**src/rtl/fetch_sequencer.sv**
```systemverilog
// Multi-cycle fetch/execute sequencer sharing one memory port between
// instruction fetch and load/store data access, with a bus-ack timeout.
module fetch_sequencer #(
    parameter int unsigned TIMEOUT = 255
) (
    input  logic        clock,
    input  logic        reset,
    input  logic [31:0] pc_value,
    output logic        pc_en,
    output logic [31:0] instr,
    output logic        instr_valid,
    input  logic        mem_is_load,
    input  logic        mem_is_store,
    input  logic [31:0] data_addr,
    input  logic [31:0] data_wdata,
    output logic        bus_req,
    output logic        bus_we,
    output logic [31:0] bus_addr,
    output logic [31:0] bus_wdata,
    input  logic [31:0] bus_rdata,
    input  logic        bus_ack,
    output logic [31:0] load_data,
    output logic        load_valid,
    input  logic        halt,
    output logic        halted,
    output logic        bus_error
);

    typedef enum logic [2:0] {
        S_FETCH,
        S_EXEC,
        S_DATA,
        S_COMMIT,
        S_HALTED
    } state_t;

    localparam logic [7:0] LAST_WAIT = 8'(TIMEOUT - 1);

    state_t      state;
    state_t      state_next;
    logic [7:0]  wait_cnt;
    logic [31:0] addr_q;
    logic [31:0] wdata_q;
    logic        is_load_q;
    logic        is_store_q;
    logic        in_bus;
    logic        expire;

    assign in_bus = (state == S_FETCH) || (state == S_DATA);
    // No ack in the cycle the counter would reach TIMEOUT ends the access.
    assign expire = in_bus && !bus_ack && (wait_cnt == LAST_WAIT);

    always_ff @(posedge clock or negedge reset) begin
        if (!reset) begin
            state <= S_FETCH;
        end else begin
            state <= state_next;
        end
    end

    always_comb begin
        state_next = state;
        unique case (state)
            S_FETCH: begin
                if (bus_ack) begin
                    state_next = S_EXEC;
                end else if (expire) begin
                    state_next = S_HALTED;
                end
            end
            S_EXEC: begin
                if (mem_is_load || mem_is_store) begin
                    state_next = S_DATA;
                end else begin
                    state_next = S_COMMIT;
                end
            end
            S_DATA: begin
                if (bus_ack) begin
                    state_next = S_COMMIT;
                end else if (expire) begin
                    state_next = S_HALTED;
                end
            end
            S_COMMIT: begin
                state_next = halt ? S_HALTED : S_FETCH;
            end
            S_HALTED: begin
                if (!bus_error && !halt) begin
                    state_next = S_FETCH;
                end
            end
            default: state_next = S_FETCH;
        endcase
    end

    always_ff @(posedge clock or negedge reset) begin
        if (!reset) begin
            wait_cnt   <= 8'd0;
            instr      <= 32'd0;
            load_data  <= 32'd0;
            bus_error  <= 1'b0;
            addr_q     <= 32'd0;
            wdata_q    <= 32'd0;
            is_load_q  <= 1'b0;
            is_store_q <= 1'b0;
        end else begin
            if (in_bus && !bus_ack && !expire) begin
                wait_cnt <= wait_cnt + 8'd1;
            end else begin
                wait_cnt <= 8'd0;
            end
            if (expire) begin
                bus_error <= 1'b1;
            end
            if (state == S_FETCH && bus_ack) begin
                instr <= bus_rdata;
            end
            if (state == S_EXEC) begin
                addr_q     <= data_addr;
                wdata_q    <= data_wdata;
                is_load_q  <= mem_is_load;
                // Both flags set resolves to a load.
                is_store_q <= mem_is_store && !mem_is_load;
            end
            if (state == S_DATA && bus_ack && is_load_q) begin
                load_data <= bus_rdata;
            end
        end
    end

    // Reset gates the request so it drops without waiting for a clock edge.
    always_comb begin
        bus_req   = in_bus && reset;
        bus_we    = 1'b0;
        bus_addr  = 32'd0;
        bus_wdata = 32'd0;
        if (bus_req) begin
            if (state == S_DATA) begin
                bus_we    = is_store_q;
                bus_addr  = addr_q;
                bus_wdata = wdata_q;
            end else begin
                bus_addr = pc_value;
            end
        end
    end

    assign instr_valid = (state == S_EXEC);
    assign pc_en       = (state == S_COMMIT);
    assign load_valid  = (state == S_COMMIT) && is_load_q;
    assign halted      = (state == S_HALTED);

endmodule

```
**config.mk**
```make
export PLATFORM = sky130hd
export DESIGN_NAME = fetch_sequencer
export DESIGN_NICKNAME = d
export VERILOG_FILES = /design/src/rtl/fetch_sequencer.sv
export SDC_FILE = /design/constraint.sdc
export NUM_CORES = 1
export LEC_CHECK = 0
export BUFFER_PORTS_ARGS = -buffer_cell sky130_fd_sc_hd__buf_4
export CELL_PAD_IN_SITES_DETAIL_PLACEMENT = 1
export CELL_PAD_IN_SITES_GLOBAL_PLACEMENT = 1
export CORE_ASPECT_RATIO = 1.5
export CORE_MARGIN = 2
export CORE_UTILIZATION = 40
export CTS_CLUSTER_DIAMETER = 30
export DETAILED_ROUTE_END_ITERATION = 8
export GPL_ROUTABILITY_DRIVEN = 0
export PLACE_DENSITY_LB_ADDON = 0.1
export SLEW_MARGIN = 30
export SYNTH_ARGS = -nofsm -noshare
export SYNTH_HDL_FRONTEND = slang
export SYNTH_SLANG_ARGS = --single-unit
export TNS_END_PERCENT = 30
```
**constraint.sdc**
```tcl
create_clock -name clock -period 2.9 [get_ports clock]
set_input_delay 0.725 -clock clock [delete_from_list [all_inputs] [get_ports clock]]
set_output_delay 0.725 -clock clock [all_outputs]
set_load 0.005 [all_outputs]
```
==> qor.yml <==
synthesis:
  synth_area_sq_um: 6287
  synth_edf_count: 0
  ys_types: 38
  ys_top_cells_by_area: "dfrtp_1 57%, mux2_2 18%, mux2_4 7.2%"
  synth_top_cell_by_area: "dfrtp_1"
  ys_ff_latch: 142
  synth_flop_cell: "dfrtp_1"
  syn_inst: 430
  seq_area_frac_synth_pct: 56.52
  yosys_warnings: 0
  yosysTopAreaCellShare_pct: 56.52
  async_flop_share_pct: 100.0
  syn_nets: 566
  syn_area_per_cell_sq_um: 14.62
min_path:
  min_path_type: "in -> async"
grt:
  overflow: 0
  grt_pass1_vias: 5140
  globalRouteTotalUtil_pct: 21.42
  grt_max_degree: 112
  grt_pass1_wl_um: 27660
  antenna_found_initial: 0
floorplanning:
  die-area_sq_um: 16760
  die_h_um: 157.6
  rows: 56
  core_sq_um: 15480
  start_util_pct: 40.60
  ioPinCount: 269
  fp.dieW_um: 106.4
sta:
  finalMaxSlewViolations: 0
  tns_ns: 0
  setup_violations: 0
  post-route-min-period_ns: 2.707
  worstMarginPinSlew_ns: 0.8505
  slew_headroom_pct: 43.30
  finalCritPeriodShare_pct: 93.34
  clock_skew_ns: 0.007252
  fin_hold_ws_ns: 0.3675
  rsz0062_at_grt: "false"
  fmax_ghz: 0.3694
  hold_viol: 0
clock_network:
  htreeDepth: 4
  cts_buffers: 17
  clk_path_buf_depth: 2
  cts_sinks: 142
  clk_pin_slew_ns: 0.06
  clkLatencyLatePin_ns: 0.41
  hold_buffers: 0
  clk_root_buffer_cell: "clkbuf_16"
  post_cts.repair.setup_buffers: 0
  cts_tree: "yes"
  cts_resized: 0
detailed_routing:
  drtIter0Drc: 126
  wire_per_inst_um: 19.40
  drc: 0
  vias: 4648
  ant_nets: 0
  wl_um: 17640
  post_drt_via_cell_ratio: 5.113
  drt_pass1_iterations: 4
job:
  drv_cap: 0
power_and_ir_drop:
  p_total_mw: 9.219
  pwr_density_cell_nw_per_um2: 1019
  peakVddDrop_v: 0.0005315
  leakage_nw: 4.387
finish:
  layout_commonest_cell: "buf_4"
  drive_gt1_share_pct: 67.00
  syn2layout_area_growth_pct: 43.96
  diodes: 0
  nets: 829
  fin_util_pct: 58.45
  final_cell_mix: "277 x buf_4, 142 x dfrtp_1, 98 x mux2_2"
worst_setup_path:
  path_max_fanout: 33
  end_kind: "primary output"
  cp.arrival_ns: 1.98
  r2r_slack_ns: 0.91
  critPathLaunchType: "flop"
  regToRegStartpoint: "state[2]$_DFFE_PN0P_"
  reg2reg_to: "load_data[8]$_DFFE_PN0P_"
  r2r_cells: 4
  required_ns: 2.17
  worstSetupPathType: "reg -> out"
outcome:
  outcome: "complete, no violations"
placement:
  hpwl_um: 12920
  port_buffers: 268
cells by family after synthesis:
logic type               share of synthesized area (%)
multiplexers                                     25.05
flip-flops                                       56.52
AND/OR/NAND/NOR                                  6.368
AO/OA/AOI/OAI                                    7.622
adder cells (fa/ha/maj)                         0.3979
XOR/XNOR                                        0.1393
buffers and inverters                            3.900
layer usage:
layer  track usage, %  up-vias  part of all wire (%)
met3            8.778       17                   8.8
met1            23.99     2342                    37
met5                0        -                     0
met4            6.391        0                   1.4
met2            37.24      172                    53
li1                 -     2117                     -
cell type report:
class	instances	area (sq um)
clock inverters	12	161.4
multi-input cells	248	2496
clock buffers	20	456.7
inverters	5	18.77
repair buffers	279	2111
well taps	203	254.0
flip-flops and latches	142	3553
fillers	1597	6434
power by group:
| part | internal (mW) | switching, mW |
|---|---|---|
| combinational | 2.18 | 1.28 |
| clock | 1.40 | 0.834 |
| sequential | 2.94 | 0.577 |
worst max path at each step:
stage	slack, ns	end	from	cells after the start
after global placement	0.53	bus_wdata[8]	reset	4
after CTS	0.16	bus_addr[7]	state[2]$_DFFE_PN0P_	5
final	0.19	bus_addr[21]	state[2]$_DFFE_PN0P_	5
after global routing	0.04	bus_addr[7]	state[2]$_DFFE_PN0P_	5
after floorplan	0.79	bus_addr[22]	reset	4
after detailed placement	0.50	bus_addr[7]	reset	5
through the flow:
stage	worst slack, ns	std cells	instance area (sq um)
after floorplan	0.7918	430	6287
after global placement	0.5297	877	8433
after detailed placement	0.4970	877	8433
after CTS	0.1561	909	9051
after global routing	0.04429	909	9051
final	0.1930	909	9051
state kept, by name, indices dropped and copies added (netlist names):
register	count
addr_q	32
bus_error	1
instr	32
is_load_q	1
is_store_q	1
load_data	32
state	3
wait_cnt	8
wdata_q	32
critical path: stages (launching register included):
cell,delay (ns)
dfrtp_1,0.49
nor2_1,0.19
and2_1,0.15
buf_4,0.33
o221a_2,0.27
buf_4,0.11
cell usage after synthesis (all sizes together) (2+ instances only):
library cell and n:
o221a 32, nand3 2, inv 5, a21oi 4
ha 2, nand3b 2, dfrtp 142, and2 2
mux2 129, nor2 6, nand4 3, nand2 5
and3 35, o21ai 4, nor3b 5, a31oi 2
nor3 3, buf 20, o21bai 2, clkbuf 15
(Power assumes the default switching activity.)
